===== src/rtl/muldiv_issue_ctrl_if.sv =====
// Handshake bundle between the mul/div issue controller,
// the iterative mul/div unit and the shared WB write port.
interface muldiv_issue_ctrl_if;
    logic       md_start;
    logic       md_busy;
    logic       md_wb_req;
    logic [4:0] md_wb_rd;
    logic       wb_ack;

    modport master (
        output md_start,
        output md_busy,
        output md_wb_req,
        output md_wb_rd,
        input  wb_ack
    );

    modport slave (
        input  md_start,
        input  md_busy,
        input  md_wb_req,
        input  md_wb_rd,
        output wb_ack
    );
endinterface


===== src/rtl/muldiv_issue_ctrl.sv =====
// Issue/latency sequencer for the iterative mul/div unit, with
// RAW/WAW/structural front-end stall generation and a stall counter.
module muldiv_issue_ctrl #(
    parameter int unsigned MUL_LAT = 4,
    parameter int unsigned DIV_LAT = 32,
    parameter int unsigned CNT_W   = 6
) (
    input  logic                       clk,
    input  logic                       rst,
    input  logic [4:0]                 IFID_rs,
    input  logic [4:0]                 IFID_rt,
    input  logic [4:0]                 IFID_rd,
    input  logic                       IFID_regwrite,
    input  logic                       IFID_md,
    input  logic                       IDEX_md_valid,
    input  logic                       IDEX_md_op,
    input  logic [4:0]                 IDEX_rd,
    input  logic                       ex_flush,
    muldiv_issue_ctrl_if.master        md,
    output logic                       PC_write,
    output logic                       IFID_write,
    output logic                       mux_ctrl,
    output logic [15:0]                stall_cnt
);

    typedef enum logic [1:0] {
        S_IDLE,
        S_BUSY,
        S_WB
    } state_e;

    localparam logic [CNT_W-1:0] MUL_CNT = CNT_W'(MUL_LAT - 1);
    localparam logic [CNT_W-1:0] DIV_CNT = CNT_W'(DIV_LAT - 1);

    state_e             state_q;
    logic [CNT_W-1:0]   cnt_q;
    logic [4:0]         pend_rd_q;
    logic               busy_q;
    logic               wb_req_q;
    logic [4:0]         wb_rd_q;
    logic [15:0]        stall_cnt_q;
    logic [15:0]        stall_cnt_d;

    logic               issue;
    logic               pend_valid;
    logic [4:0]         pend_cur;
    logic               raw;
    logic               waw;
    logic               strct;
    logic               stall;

    assign issue = IDEX_md_valid & ~ex_flush & (state_q == S_IDLE);

    // The issuing op is visible to hazard checks in its own issue cycle.
    assign pend_valid = ((state_q != S_IDLE) & (pend_rd_q != 5'd0))
                      | (issue & (IDEX_rd != 5'd0));
    assign pend_cur   = issue ? IDEX_rd : pend_rd_q;

    assign raw   = pend_valid & ((IFID_rs == pend_cur) | (IFID_rt == pend_cur));
    assign waw   = pend_valid & IFID_regwrite & (IFID_rd == pend_cur);
    assign strct = IFID_md & (busy_q | issue);
    assign stall = raw | waw | strct;

    assign PC_write   = ~stall;
    assign IFID_write = ~stall;
    assign mux_ctrl   = stall;

    assign md.md_start  = issue;
    assign md.md_busy   = busy_q;
    assign md.md_wb_req = wb_req_q;
    assign md.md_wb_rd  = wb_rd_q;

    always_ff @(posedge clk) begin
        if (rst) begin
            state_q   <= S_IDLE;
            cnt_q     <= '0;
            pend_rd_q <= '0;
            busy_q    <= 1'b0;
            wb_req_q  <= 1'b0;
            wb_rd_q   <= '0;
        end else begin
            unique case (state_q)
                S_IDLE: begin
                    if (issue) begin
                        state_q   <= S_BUSY;
                        cnt_q     <= IDEX_md_op ? DIV_CNT : MUL_CNT;
                        pend_rd_q <= IDEX_rd;
                        busy_q    <= 1'b1;
                    end
                end
                S_BUSY: begin
                    if (cnt_q != '0) begin
                        cnt_q <= cnt_q - CNT_W'(1);
                    end else if (pend_rd_q != 5'd0) begin
                        state_q  <= S_WB;
                        wb_req_q <= 1'b1;
                        wb_rd_q  <= pend_rd_q;
                    end else begin
                        // r0 destination: result is dropped silently
                        state_q <= S_IDLE;
                        busy_q  <= 1'b0;
                    end
                end
                S_WB: begin
                    if (md.wb_ack) begin
                        state_q  <= S_IDLE;
                        busy_q   <= 1'b0;
                        wb_req_q <= 1'b0;
                        wb_rd_q  <= '0;
                    end
                end
                default: begin
                    state_q  <= S_IDLE;
                    busy_q   <= 1'b0;
                    wb_req_q <= 1'b0;
                    wb_rd_q  <= '0;
                end
            endcase
        end
    end

    assign stall_cnt_d = (stall && (stall_cnt_q != 16'hFFFF))
                       ? stall_cnt_q + 16'd1
                       : stall_cnt_q;

    always_ff @(posedge clk) begin
        if (rst) begin
            stall_cnt_q <= '0;
        end else begin
            stall_cnt_q <= stall_cnt_d;
        end
    end

    assign stall_cnt = stall_cnt_q;

endmodule


===== src/flat_wrapper.sv =====
// flat-port wrapper written by rule: the top's interface ports become plain ports
module muldiv_issue_ctrl_flat 
#(
    parameter int unsigned MUL_LAT = 4,
    parameter int unsigned DIV_LAT = 32,
    parameter int unsigned CNT_W   = 6
)
  (clk, rst, IFID_rs, IFID_rt, IFID_rd, IFID_regwrite, IFID_md, IDEX_md_valid, IDEX_md_op, IDEX_rd, ex_flush, PC_write, IFID_write, mux_ctrl, stall_cnt, md_md_start, md_md_busy, md_md_wb_req, md_md_wb_rd, md_wb_ack);
  muldiv_issue_ctrl_if md_i ();
  input  logic clk;
  input  logic rst;
  input  logic [4:0] IFID_rs;
  input  logic [4:0] IFID_rt;
  input  logic [4:0] IFID_rd;
  input  logic IFID_regwrite;
  input  logic IFID_md;
  input  logic IDEX_md_valid;
  input  logic IDEX_md_op;
  input  logic [4:0] IDEX_rd;
  input  logic ex_flush;
  output logic PC_write;
  output logic IFID_write;
  output logic mux_ctrl;
  output logic [15:0] stall_cnt;
  output wire logic [$bits(md_i.md_start)-1:0] md_md_start;
  output wire logic [$bits(md_i.md_busy)-1:0] md_md_busy;
  output wire logic [$bits(md_i.md_wb_req)-1:0] md_md_wb_req;
  output wire logic [$bits(md_i.md_wb_rd)-1:0] md_md_wb_rd;
  input wire logic [$bits(md_i.wb_ack)-1:0] md_wb_ack;
  assign md_md_start = md_i.md_start;
  assign md_md_busy = md_i.md_busy;
  assign md_md_wb_req = md_i.md_wb_req;
  assign md_md_wb_rd = md_i.md_wb_rd;
  assign md_i.wb_ack = md_wb_ack;
  muldiv_issue_ctrl #(.MUL_LAT(MUL_LAT), .DIV_LAT(DIV_LAT), .CNT_W(CNT_W)) u_core (.clk(clk), .rst(rst), .IFID_rs(IFID_rs), .IFID_rt(IFID_rt), .IFID_rd(IFID_rd), .IFID_regwrite(IFID_regwrite), .IFID_md(IFID_md), .IDEX_md_valid(IDEX_md_valid), .IDEX_md_op(IDEX_md_op), .IDEX_rd(IDEX_rd), .ex_flush(ex_flush), .md(md_i), .PC_write(PC_write), .IFID_write(IFID_write), .mux_ctrl(mux_ctrl), .stall_cnt(stall_cnt));
endmodule

===== config.mk =====
export PLATFORM = sky130hd
export DESIGN_NAME = muldiv_issue_ctrl_flat
export DESIGN_NICKNAME = d
export VERILOG_FILES = /design/src/rtl/muldiv_issue_ctrl_if.sv /design/src/rtl/muldiv_issue_ctrl.sv /design/src/flat_wrapper.sv
export SDC_FILE = /design/constraint.sdc
export NUM_CORES = 1
export LEC_CHECK = 0
export CAP_MARGIN = 20
export CORE_MARGIN = 1
export CORE_UTILIZATION = 48
export CTS_CLUSTER_DIAMETER = 30
export DETAILED_ROUTE_END_ITERATION = 6
export DONT_BUFFER_PORTS = 1
export PLACE_DENSITY = 0.6
export SYNTH_ARGS = -nofsm -noshare
export SYNTH_HDL_FRONTEND = slang
export SYNTH_SLANG_ARGS = --single-unit

===== constraint.sdc =====
create_clock -name clk -period 2.87 [get_ports clk]
set_input_delay 0.287 -clock clk [delete_from_list [all_inputs] [get_ports clk]]
set_output_delay 0.287 -clock clk [all_outputs]
set_load 0.05 [all_outputs]

# After elaboration in Yosys (flattened, before gate mapping)
# Cells that the tools add are included.
dict set report totals {
  reg_bits 36
  out_inout_bits 27
  word_cells 70
  input_bits 28
}
dict set report classes {
  reduce_logical 11
  bitwise 16
  eq_ne 12
  n_addsub 2
  mux 22
}
# cell count
set ops {}
lappend ops {{$mux 5} 5}
lappend ops {{$add 16x1->16 const B} 1}
lappend ops {{$ne 16x16->1 const B} 1}
lappend ops {{$eq 5x5->1} 3}
lappend ops {{$pmux 5 s3} 1}
lappend ops {{$mux 6} 2}
lappend ops {{$pmux 6 s2} 1}
lappend ops {{$reduce_bool 5->1} 2}
lappend ops {{$and 1x1->1} 8}
lappend ops {{$mux 2} 4}
lappend ops {{$reduce_and 4->1} 2}
lappend ops {{$mux 1} 6}
lappend ops {{$ne 2x1->1 const B} 3}
lappend ops {{$ne 2x2->1 const B} 3}
lappend ops {{$pmux 1 s3} 2}
lappend ops {{$pmux 2 s3} 1}
lappend ops {{$reduce_and 3->1} 2}
lappend ops {{$reduce_bool 6->1} 1}
lappend ops {{$sub 6x1->6 const B} 1}
lappend ops {{$or 1x1->1} 5}
lappend ops {{$reduce_bool 2->1} 2}
lappend ops {{$not 1->1} 3}
lappend ops {{$eq 2x1->1 const B} 1}
lappend ops {{$eq 2x2->1 const B} 1}
lappend ops {{2 further kinds} 2}

# Depth between registers and ports, before layout
# Gate-level depths: netlist of run 1.
dict set report logic_depth {
  depth_word 10
  mapped_depth 12
  mapped_depth_nobuf 11
}

# Worst setup path after synthesis of run 1
# No wires, ideal clock.
dict set report synth_path {
  kind {register to register}
  startpoint {reg u_core.state_q[1]}
  endpoint {reg u_core.stall_cnt_q[12], in the netlist u_core.stall_cnt[12]}
  n_path_buf 1
  required_time_ns 2.792
  setup_ns 0.078
  arrival_time_ns 3.481
  synth_period_minus_slack_ns 3.559
  path_slack_ns -0.689
  stages_incl_launch_ff 13
  path_cell_list {dfxtp_1 -> or4b_4 -> clkinv_2 -> buf_4 -> o21ai_0 -> o211ai_1 -> o32ai_1 -> a31oi_1 -> nor2_1 -> nor2_1 -> inv_1 -> and4_1 -> nor3_1}
}
dict set report synth_between {
  elab_chain_len 9
  word_cells_on_any_way 19
  cone_classes {eq/ne: 3; mux: 1; bitwise: 12; reduce/logical: 3}
}
# item line
set synth_lines {}
lappend synth_lines {{start: declaration} muldiv_issue_ctrl.sv:35} ;# state_e state_q;
lappend synth_lines {{start signal: assignment} muldiv_issue_ctrl.sv:75} ;# state_q <= S_IDLE;
lappend synth_lines {{start signal: assignment} muldiv_issue_ctrl.sv:85} ;# state_q <= S_BUSY;
lappend synth_lines {{start signal: assignment} muldiv_issue_ctrl.sv:95} ;# state_q <= S_WB;
lappend synth_lines {{$logic_not 2->1 (*)} muldiv_issue_ctrl.sv:52} ;# assign issue = IDEX_md_valid & ~ex_flush & (state_q == S_IDLE);
lappend synth_lines {{$and 1x1->1 (*)} muldiv_issue_ctrl.sv:52}
lappend synth_lines {{via md_md_start} flat_wrapper.sv:25} ;# output wire logic [$bits(md_i.md_start)-1:0] md_md_start;
lappend synth_lines {{$mux 5 / $and 1x1->1 (equally long branches)} {muldiv_issue_ctrl.sv:57, muldiv_issue_ctrl.sv:56}}
lappend synth_lines {{$eq 5x5->1 / $or 1x1->1 (equally long branches)} {muldiv_issue_ctrl.sv:59, muldiv_issue_ctrl.sv:56}}
lappend synth_lines {{$or 1x1->1 / $and 1x1->1 (equally long branches)} {muldiv_issue_ctrl.sv:59, muldiv_issue_ctrl.sv:60}}
lappend synth_lines {{$and 1x1->1 (on tied branches)} {muldiv_issue_ctrl.sv:59, muldiv_issue_ctrl.sv:60}}
lappend synth_lines {{$or 1x1->1} muldiv_issue_ctrl.sv:62} ;# assign stall = raw | waw | strct;
lappend synth_lines {{$or 1x1->1 (*)} muldiv_issue_ctrl.sv:62}
lappend synth_lines {{via mux_ctrl} flat_wrapper.sv:23} ;# output logic mux_ctrl;
lappend synth_lines {{$logic_and 1x1->1 (*)} muldiv_issue_ctrl.sv:122} ;# assign stall_cnt_d = (stall && (stall_cnt_q != 16'hFFFF))
lappend synth_lines {{end signal: assignment} muldiv_issue_ctrl.sv:130} ;# stall_cnt_q <= stall_cnt_d;
lappend synth_lines {{end: declaration} muldiv_issue_ctrl.sv:41} ;# logic [15:0] stall_cnt_q;
# The timed path passes the listed nets; every way through them passes the cells marked *.
# A chain may end at the register's enable or synchronous reset.

# Worst setup path in the final report of run 1
dict set report layout_path {
  startpoint {reg u_core.state_q[0]}
  endpoint {out IFID_write}
}
dict set report layout_between {
  elab_chain_len 9
  word_cells_on_any_way 19
  cone_classes {eq/ne: 3; mux: 1; bitwise: 13; reduce/logical: 2}
}
# item line
set layout_lines {}
lappend layout_lines {{$logic_not 2->1} muldiv_issue_ctrl.sv:52}
lappend layout_lines {{$and 1x1->1} muldiv_issue_ctrl.sv:52}
lappend layout_lines {{$mux 5 / $and 1x1->1 (equally long branches)} {muldiv_issue_ctrl.sv:57, muldiv_issue_ctrl.sv:56}}
lappend layout_lines {{$eq 5x5->1 / $or 1x1->1 (equally long branches)} {muldiv_issue_ctrl.sv:59, muldiv_issue_ctrl.sv:56}}
lappend layout_lines {{$or 1x1->1 / $and 1x1->1 (equally long branches)} {muldiv_issue_ctrl.sv:59, muldiv_issue_ctrl.sv:60}}
lappend layout_lines {{$and 1x1->1 (on tied branches)} {muldiv_issue_ctrl.sv:59, muldiv_issue_ctrl.sv:60}}
lappend layout_lines {{$or 1x1->1} muldiv_issue_ctrl.sv:62}
lappend layout_lines {{$or 1x1->1 (*)} muldiv_issue_ctrl.sv:62}
lappend layout_lines {{$not 1->1 (*)} muldiv_issue_ctrl.sv:65} ;# assign IFID_write = ~stall;
lappend layout_lines {{end: declaration} flat_wrapper.sv:22} ;# output logic IFID_write;
# Mark *: on every way between the ends. The rest lies on a longest branch, timed or not.

==> out/metrics.csv, run 1 <==
metric;value;unit
wl;5510;um
leakage;1.01;nW
placed_cells;329;
place_hpwl;3810;um
wire_per_inst;15.8;um
crit_required;2.58;ns
diodes;0;
clock_skew;0.00478;ns
crit_type;reg2out;
num_io_pins;55;
drc;0;
core.rowCount;23;
finalSetupViolations;3;
clkSinkCount;36;
path_max_fanout;7;
ctsHoldBuffers;0;
place_ws;-0.0757;ns
synth_area_leaders;dfxtp_1 (34%), xor2_1 (6.6%), nor2_1 (6.0%);
power.density;504;nW/um^2
dr.pass1.iters;4;
drt_iter0_markers;103;
grt_pass1_wl;8500;um
tightest_slew;0.811;ns
status;complete, but fails checks;
synth-seq-cells;36;
grt_overflow;0;
floorplan.initialDensity;0.514;
totalPowerFinal;0.00129;W
ant_nets;0;
areaGrowthSynthToFinish;21.1;%
drive_gt1_frac;0.207;
setup.worst_path.end_class;primary output;
rsz0062_at_grt;true;
nNetsFinal;329;
dieWidth;68.4;um
slew_headroom;0.455;
instances_no_fill;349;
synth-edff-count;0;
avgSynthCellArea;7.81;um^2
finalHoldViolCount;0;
timing.fmax;343;MHz
cts_buffers;5;
clock_latency;0.29;ns
root_buffer;clkbuf_8;
finalCritPeriodShare;1.01;
hp-class;in2reg;
place_congestion;0.848;
async_flop_share;0;
htree_num_levels;2;
arrival;2.63;ns
synth_top_area_cell;dfxtp_1;
vias;2078;
cts_tree;yes;
ys.warnings.count;0;
io_buffer_count;0;
yosysSeqAreaShare;0.341;
grt_usage;0.244;
fillers;384;
die-area;4680;um^2
violations;setup timing;
synth_nets;302;
fin_ws;-0.0423;ns
die_h;68.4;um
drv_cap;0;
grt_pass1_vias;1879;
synth_area;2120;um^2
clk_pin_slew_worst_paths;0.07;ns
antenna_found_initial;0;
vias_per_cell;5.95;
start_kind;register;
drv_slew;0;
synthFlopType;dfxtp_1;
ys_types;50;
ir_worst_vdd;338;uV
synth_top_area_share;0.341;
coreArea;4120;um^2
period_needed;2.91;ns
grt_max_degree;38;
syn_inst;271;
clock_path_buffers;2;
## worst paths after layout
| kind | depth (start not counted) | end | slack, ns | startpoint |
|---|---|---|---|---|
| max | 10 | IFID_write | -0.04 | u_core.state_q[0]$_SDFFE_PP0P_ |
| min | 1 | u_core.cnt_q[2]$_SDFFE_PP0P_ | 0.07 | rst |
| max reg2reg | 10 | u_core.stall_cnt[5]$_SDFFE_PP0P_ | 0.03 | u_core.state_q[0]$_SDFFE_PP0P_ |
| min reg2reg | 1 | u_core.cnt_q[0]$_SDFFE_PP0P_ | 0.45 | u_core.cnt_q[0]$_SDFFE_PP0P_ |
## cell usage after synthesis (2+ instances only)
cell type	instances
a211oi_1	4
a21oi_1	18
a221oi_1	2
a222oi_1	2
a22oi_1	6
a31oi_1	4
and3_1	4
buf_4	3
buf_6	2
clkbuf_1	6
dfxtp_1	36
ha_1	3
inv_1	13
mux2i_1	4
nand2_1	23
nand2b_1	3
nand3_1	11
nand4_1	2
nor2_1	34
nor2b_1	5
nor3_1	14
nor4_1	5
o211a_1	2
o21ai_0	12
o31ai_1	5
or2_2	2
or3_1	2
or4_1	7
xor2_1	16
## layer usage
metal	share of wire	routed length [um]	track usage	vias to the layer above
met5	0	0	0	-
met4	0.011	60	0.0703	0
met3	0.063	345	0.0783	7
met2	0.46	2510	0.382	58
met1	0.47	2600	0.316	973
li1	-	-	-	1040
## what timing repair did
action,4_1_cts,5_1_grt
setup buffers,6,5
gates cloned,1,0
gates resized for setup,4,15
endpoints found under the setup margin,5,11
pin swaps,3,8
## critical path, stage by stage, from the launching register on
cell	delay, ns
dfxtp_2	0.32
or4b_4	0.61
buf_6	0.17
a211oi_2	0.16
nor3_2	0.08
o32ai_2	0.34
a31oi_1	0.07
nor2_1	0.20
nor2_4	0.08
buf_4	0.15
buf_12	0.16
## cell usage in the layout (no fill, tap or decap), types with 3 or more instances in the layout
cell type | netlist | final
nor2_1 | 34 | 33
or4_4 | 0 | 3
inv_1 | 13 | 12
or4_1 | 7 | 4
a211oi_1 | 4 | 4
nor3_1 | 14 | 11
nor3_2 | 0 | 3
xor2_1 | 16 | 16
dfxtp_1 | 36 | 35
o31ai_1 | 5 | 5
nor2b_1 | 5 | 5
clkbuf_8 | 0 | 6
a22oi_1 | 6 | 6
ha_1 | 3 | 3
nand2_1 | 23 | 23
o21ai_0 | 12 | 12
a31oi_1 | 4 | 4
nor4_1 | 5 | 5
a21oi_1 | 18 | 16
nand2b_1 | 3 | 3
nand3_1 | 11 | 11
buf_4 | 3 | 28
and3_1 | 4 | 4
## kinds of logic (layout without fill, tap and decap cells)
family                   count (synthesis)  count (layout)  share of synthesized area
AO/OA/AOI/OAI                           67              67                      0.215
XOR/XNOR                                17              17                     0.0704
adder cells (fa/ha/maj)                  3               3                     0.0177
buffers and inverters                   26              54                     0.0591
flip-flops                              36              36                      0.341
multiplexers                             4               4                     0.0189
AND/OR/NAND/NOR                        118             118                      0.278
## layout make-up
cell class,instances,area [um^2],area share
Timing Repair Buffer,31,253,0.0987
Tap cell,50,62.6,0.0244
Inverter,14,68.8,0.0269
Clock buffer,8,90.1,0.0352
Multi-Input combinational cell,209,1360,0.530
Timing Repair inverter,1,8.76,0.00342
Sequential cell,36,722,0.282
## state kept, by name, indices dropped and copies added, names as in the netlist
register and flops:
u_core.pend_rd_q 5, u_core.stall_cnt 16, u_core.md.md_busy 1, u_core.md.md_wb_req 1, u_core.state_q 2, u_core.cnt_q 6, u_core.md.md_wb_rd 5
## where the power goes
| group | leakage [nW] | switching [W] | internal [W] |
|---|---|---|---|
| clock | 0.0455 | 0.000180 | 0.000196 |
| sequential | 0.292 | 0.0000271 | 0.000525 |
| combinational | 0.668 | 0.000216 | 0.000146 |
| total | 1.01 | 0.000424 | 0.000867 |
## stage by stage
step,setup TNS [ns],utilization,area [um^2],hold WS [ns]
floorplan,0,-,2160,0.423
finish,-0.0916,0.622,2560,0.0660
global route,-0.578,0.622,2560,0.0437
CTS,-0.0264,0.597,2460,0.0524
detailed placement,-0.120,0.556,2290,0.361
global placement,0,0.556,2290,0.355
No activity file was read; power rests on OpenSTA's default activity.
==> run 2, diff against run 1 <==
--- a/config.mk
+++ b/config.mk
@@ -11,7 +11,7 @@
 export CTS_CLUSTER_DIAMETER = 30
 export DETAILED_ROUTE_END_ITERATION = 6
 export DONT_BUFFER_PORTS = 1
-export PLACE_DENSITY = 0.6
+export PLACE_DENSITY_LB_ADDON = 0.1
 export SYNTH_ARGS = -nofsm -noshare
 export SYNTH_HDL_FRONTEND = slang
 export SYNTH_SLANG_ARGS = --single-unit
==> run 2 against run 1 <==
Against the previous run: the flow now finishes without violations; non-clock buffer count decreased by 3; clock-buffer cell count decreased by 2; maximum frequency increased by 2.7%; combinational power decreased by 5%; critical endpoint is now mux_ctrl.
==> out/metrics.csv, run 2 (synthesis gave the netlist of run 1 again) <==
metric;value;unit;change
power_switching;0.000422;W;-0.48%
die-area;4680;um^2;unchanged
slowest_stage;or4b_4;;
setup.worst_path.end_class;primary output;;
diodes;0;;unchanged
status;complete, no violations;;
pwr-share-seq;0.444;;+0.017
nNetsFinal;327;;-0.61%
wl;5460;um;-0.87%
slew_headroom;0.484;;+0.0288
p_clk_frac;0.278;;-0.014
hold_depth;1;;unchanged
cts_tree;yes;;
fillers;401;;+4.4%
floorplan.initialDensity;0.514;;unchanged
place_ws;-0.0148;ns;+0.0609 ns
finalHoldViolCount;0;;unchanged
worst-path-buf-inv;3;;unchanged
leakage;0.997;nW;-0.84%
place_hpwl;3850;um;+1.0%
grt_overflow;0;;unchanged
areaGrowthSynthToFinish;20.0;%;
multi_input_area;1380;um^2;+1.8%
grt_pass1_wl;8770;um;+3.2%
crit_type;reg2out;;
placed_cells;332;;+0.91%
num_io_pins;55;;unchanged
arrival;2.55;ns;-0.08 ns
dieWidth;68.4;um;unchanged
final_common_cell;dfxtp_1;;
die_h;68.4;um;unchanged
finalSetupViolations;0;;-3
clock_path_buffers;2;;unchanged
clock_skew;0.00338;ns;-0.00140 ns
tns;0;ns;+0.0916 ns
cts_buffers;5;;unchanged
rsz0062_at_grt;true;;
core.rowCount;23;;unchanged
ant_nets;0;;unchanged
drt_iter0_markers;131;;+27%
clock_latency;0.29;ns;about the same
clk_pin_slew_worst_paths;0.07;ns;about the same
place_congestion;0.825;;-2.6%
root_buffer;clkbuf_8;;
fin_ws;0.0355;ns;+0.0778 ns
largest_reg_flops;16;;unchanged
combPwrFrac;0.278;;-0.003
drv_slew;0;;unchanged
instances_no_fill;346;;-0.86%
grt_pass1_vias;1991;;+6.0%
coreArea;4120;um^2;unchanged
clkSinkCount;36;;unchanged
final_cell_mix;dfxtp_1 (35), nor2_1 (33), buf_4 (26), nand2_1 (23), a21oi_1 (18);;
finalCritPeriodShare;0.988;;-0.0271
ir_worst_vdd;304;uV;-10%
tightest_slew;0.768;ns;-0.0429 ns
seqCellArea;722;um^2;unchanged
path_cells;or4b_4, clkinv_8, mux2i_4, nand2_1, o211a_1, a31oi_1, nor2_1, nor2_4, clkinvlp_4, buf_6;;
drive_gt1_frac;0.196;;-0.0114
start_kind;register;;
worstRegToRegCells;8;;-2
drc;0;;unchanged
antenna_found_initial;0;;unchanged
swShare;0.339;;+0.0108
cp_num_cells;10;;unchanged
power.density;490;nW/um^2;-2.8%
htree_num_levels;2;;unchanged
hp-class;in2reg;;
crit_required;2.58;ns;about the same
drv_cap;0;;unchanged
path_max_fanout;7;;unchanged
ctsHoldBuffers;0;;unchanged
io_buffer_count;0;;unchanged
grt_usage;0.255;;+0.0109
vias;2114;;+1.7%
slowest_delay;0.62;ns;about the same
wire_per_inst;15.8;um;about the same
period_needed;2.83;ns;-0.0778 ns
vias_per_cell;6.11;;+2.6%
grt_max_degree;38;;unchanged
crit_family;simple AND/OR/NAND/NOR gates;;
p_int;0.000822;W;-5.2%
timing.fmax;353;MHz;+2.7%
dr.pass1.iters;4;;unchanged
run 2: area by class of cell:
| cell class | count | share of cell area |
|---|---|---|
| clock buffers | 6 | 0.0286 |
| clock inverters | 1 | 0.00197 |
| inverters | 14 | 0.0271 |
| multi-input cells | 210 | 0.544 |
| flip-flops and latches | 36 | 0.284 |
| well taps | 50 | 0.0246 |
| repair buffers | 28 | 0.0858 |
| repair inverters | 1 | 0.00345 |
run 2: per-stage QoR:
step           instance area (um^2)  hold WS (ns)  power, W  utilization
2_1_floorplan                  2160         0.423  0.000818            -
5_1_grt                        2540        0.0459   0.00131        0.617
4_1_cts                        2480        0.0375   0.00124        0.604
3_3_place_gp                   2310         0.356  0.000860        0.562
3_5_place_dp                   2310         0.354  0.000864        0.562
6_report                       2540        0.0590   0.00124        0.617
run 2: power by group through the flow:
stage	Sequential, W	Combinational (W)	Clock (W)
after floorplan	0.000575	0.000242	0
after global placement	0.000561	0.000299	0
after detailed placement	0.000562	0.000302	0
after CTS	0.000551	0.000327	0.000359
after global routing	0.000555	0.000379	0.000376
final	0.000552	0.000346	0.000345
run 2: metal layers:
metal	part of all wire	wire length, um	vias up	GRT usage
li1	-	-	1038	-
met5	0	0	-	0
met3	0.084	457	12	0.0833
met1	0.43	2370	985	0.315
met2	0.46	2520	79	0.391
met4	0.023	123	0	0.130
run 2: final timing paths:
| kind | slack [ns] | endpoint | from |
|---|---|---|---|
| worst max register to register | 0.18 | u_core.stall_cnt[5]$_SDFFE_PP0P_ | u_core.state_q[0]$_SDFFE_PP0P_ |
| worst min register to register | 0.46 | u_core.cnt_q[0]$_SDFFE_PP0P_ | u_core.cnt_q[0]$_SDFFE_PP0P_ |
| worst min-delay path | 0.06 | u_core.stall_cnt[14]$_SDFFE_PP0P_ | rst |
| worst max-delay path | 0.04 | mux_ctrl | u_core.state_q[0]$_SDFFE_PP0P_ |
run 2: what timing repair did:
action / 4_1_cts / 5_1_grt
cloned: 2 / 0
buffers inserted: 3 / 2
setup endpoints to repair: 5 / 6
pin swaps: 1 / 2
resized for setup: 11 / 6
==> run 3, diff against run 2 <==
--- a/config.mk
+++ b/config.mk
@@ -5,12 +5,12 @@
 export SDC_FILE = /design/constraint.sdc
 export NUM_CORES = 1
 export LEC_CHECK = 0
+export BUFFER_PORTS_ARGS = -buffer_cell sky130_fd_sc_hd__buf_2
 export CAP_MARGIN = 20
 export CORE_MARGIN = 1
 export CORE_UTILIZATION = 48
 export CTS_CLUSTER_DIAMETER = 30
 export DETAILED_ROUTE_END_ITERATION = 6
-export DONT_BUFFER_PORTS = 1
 export PLACE_DENSITY_LB_ADDON = 0.1
 export SYNTH_ARGS = -nofsm -noshare
 export SYNTH_HDL_FRONTEND = slang
==> run 3 against run 2 <==
Against the previous run: global-route usage down 1.3 points; register-to-register slack worse by 0.13 ns; the flow now finishes with violations (setup timing); design area up 8.0%; clock power up 9.9%; maximum frequency down 3.1%; worst hold slack better by 0.24 ns; sequential share of layout area down 2.1 points; clock skew up 0.0012 ns; routed wire length up 0.20%; die area unchanged.
==> out/metrics.csv, run 3 (synthesis gave the netlist of run 1 again) <==
metric;value;unit;change
path_max_fanout;7;;unchanged
diodes;0;;unchanged
cts_tree;yes;;
core.rowCount;23;;unchanged
fin_ws;-0.0541;ns;-0.0895 ns
io_buffer_count;54;;+54
final_cell_mix;buf_2 (51), dfxtp_1 (35), nor2_1 (32), nand2_1 (22), a21oi_1 (17);;
dieWidth;68.4;um;unchanged
ir_worst_vdd;355;uV;+17%
finalCritPeriodShare;1.02;;+0.0312
totalPowerFinal;0.00133;W;+7.2%
fillers;350;;-13%
num_io_pins;55;;unchanged
hold_depth;3;;+2
vias;2260;;+6.9%
setup.worst_path.end_class;primary output;;
path_cells;or4b_4, buf_6, inv_6, nor4_1, a211oi_1, o32ai_2, a31oi_1, nor2_1, nor2_4, clkinvlp_4, buf_8;;
power.density;486;nW/um^2;-0.74%
violations;setup timing;;
crit_type;reg2out;;
drv_cap;0;;unchanged
reg2reg_from;u_core.state_q[0]$_SDFFE_PP0P_;;
largest_reg_flops;16;;unchanged
drive_gt1_frac;0.305;;+0.109
worstRegToRegCells;14;;+6
finalHoldViolCount;0;;unchanged
vias_per_cell;5.82;;-4.7%
reg2reg_slack;0.05;ns;-0.13 ns
p_clk_frac;0.284;;+0.006
slew_headroom;0.432;;-0.0522
die-area;4680;um^2;unchanged
die_h;68.4;um;unchanged
rr_endpoint;u_core.stall_cnt[12]$_SDFFE_PP0P_;;
crit_required;2.58;ns;about the same
drv_slew;0;;unchanged
htree_num_levels;2;;unchanged
cp_num_cells;11;;+1
nNetsFinal;368;;+13%
clkSinkCount;36;;unchanged
leakage;1.19;nW;+20%
worst-path-buf-inv;4;;+1
place_congestion;0.889;;+7.8%
timing.fmax;342;MHz;-3.1%
areaGrowthSynthToFinish;29.6;%;
antenna_found_initial;0;;unchanged
cts_buffers;5;;unchanged
final_common_cell;buf_2;;
wl;5480;um;+0.20%
tns;-0.110;ns;-0.110 ns
clk_pin_slew_worst_paths;0.07;ns;about the same
crit_family;simple AND/OR/NAND/NOR gates;;
pwr-share-seq;0.416;;-0.028
drt_iter0_markers;182;;+39%
p_int;0.000875;W;+6.5%
start_kind;register;;
combPwrFrac;0.299;;+0.021
rsz0062_at_grt;true;;
dr.pass1.iters;4;;unchanged
grt_max_degree;38;;unchanged
clock_path_buffers;2;;unchanged
wire_per_inst;14.1;um;-11%
whs_endpoint;u_core.pend_rd_q[0]$_SDFFE_PP0P_;;
grt_pass1_wl;8410;um;-4.1%
min_from;IDEX_rd[0];;
floorplan.initialDensity;0.514;;unchanged
coreArea;4120;um^2;unchanged
tightest_slew;0.846;ns;+0.0777 ns
period_needed;2.92;ns;+0.0895 ns
clock_skew;0.00454;ns;+0.00117 ns
hp-class;in2reg;;
clock_latency;0.29;ns;about the same
grt_pass1_vias;1930;;-3.1%
slowest_stage;or4b_4;;
finalSetupViolations;3;;+3
grt_usage;0.241;;-0.0134
ant_nets;0;;unchanged
swShare;0.344;;+0.00443
drc;0;;unchanged
slowest_delay;0.61;ns;about the same
status;complete, but fails checks;;
power_switching;0.000458;W;+8.6%
grt_overflow;0;;unchanged
place_hpwl;3800;um;-1.2%
root_buffer;clkbuf_8;;
arrival;2.64;ns;+0.09 ns
run 3: what timing repair did:
item,in CTS,in global routing
buffers inserted,4,4
hold buffers,0,0
cloned,0,1
gates resized for setup,5,17
endpoints found under the setup margin,5,8
endpoints found under the hold margin,0,0
pin swaps,2,9
run 3: cell type report:
type,instances,area [um^2],area share
multi-input combinational,209,1360,0.495
sequential,36,722,0.263
timing repair buffer,70,429,0.157
clock buffer,6,82.6,0.0301
inverter,14,68.8,0.0251
tap,50,62.6,0.0228
clock inverter,2,10.0,0.00365
timing repair inverter,1,8.76,0.00319
run 3: through the flow:
| step | hold slack (ns) | area (um^2) | instances | utilization | worst slack, ns |
|---|---|---|---|---|---|
| after floorplan | 0.423 | 2160 | 271 | - | 0.0348 |
| after global placement | 0.452 | 2480 | 372 | 0.602 | -0.0122 |
| after detailed placement | 0.456 | 2480 | 372 | 0.602 | -0.106 |
| after CTS | 0.295 | 2640 | 384 | 0.642 | -0.0567 |
| after global routing | 0.310 | 2740 | 388 | 0.666 | -0.122 |
| final | 0.299 | 2740 | 388 | 0.666 | -0.0541 |
run 3: worst reg2reg max path, delay by kind of cell (launching register included):
| family | cells | cell delay, ns |
|---|---|---|
| simple gates | 6 | 1.19 |
| flops | 1 | 0.32 |
| buf+inv | 5 | 0.62 |
| compound gates | 3 | 0.61 |
run 3: worst max path at each step:
stage | start | endpoint | slack [ns]
floorplan | u_core.state_q[0]$_SDFFE_PP0P_ | u_core.stall_cnt[12]$_SDFFE_PP0P_ | 0.03
global placement | ex_flush | u_core.stall_cnt[7]$_SDFFE_PP0P_ | -0.01
detailed placement | ex_flush | u_core.stall_cnt[5]$_SDFFE_PP0P_ | -0.11
CTS | u_core.state_q[0]$_SDFFE_PP0P_ | IFID_write | -0.06
global route | u_core.state_q[0]$_SDFFE_PP0P_ | mux_ctrl | -0.12
finish | u_core.state_q[0]$_SDFFE_PP0P_ | mux_ctrl | -0.05
run 3: power groups by stage:
stage / logic (W) / clock network (W) / registers [W]
after floorplan: 0.000242 / 0 / 0.000575
after detailed placement: 0.000344 / 0 / 0.000564
after global routing: 0.000437 / 0.000406 / 0.000558
final: 0.000399 / 0.000379 / 0.000555
after CTS: 0.000365 / 0.000386 / 0.000553
after global placement: 0.000341 / 0 / 0.000563
run 3: metal layers:
layer	global-route usage	vias up	routed length, um	part of all wire
li1	-	1122	-	-
met1	0.294	1052	2460	0.45
met2	0.406	78	2570	0.47
met3	0.0583	8	354	0.065
met4	0.0911	0	88	0.016
met5	0	-	0	0
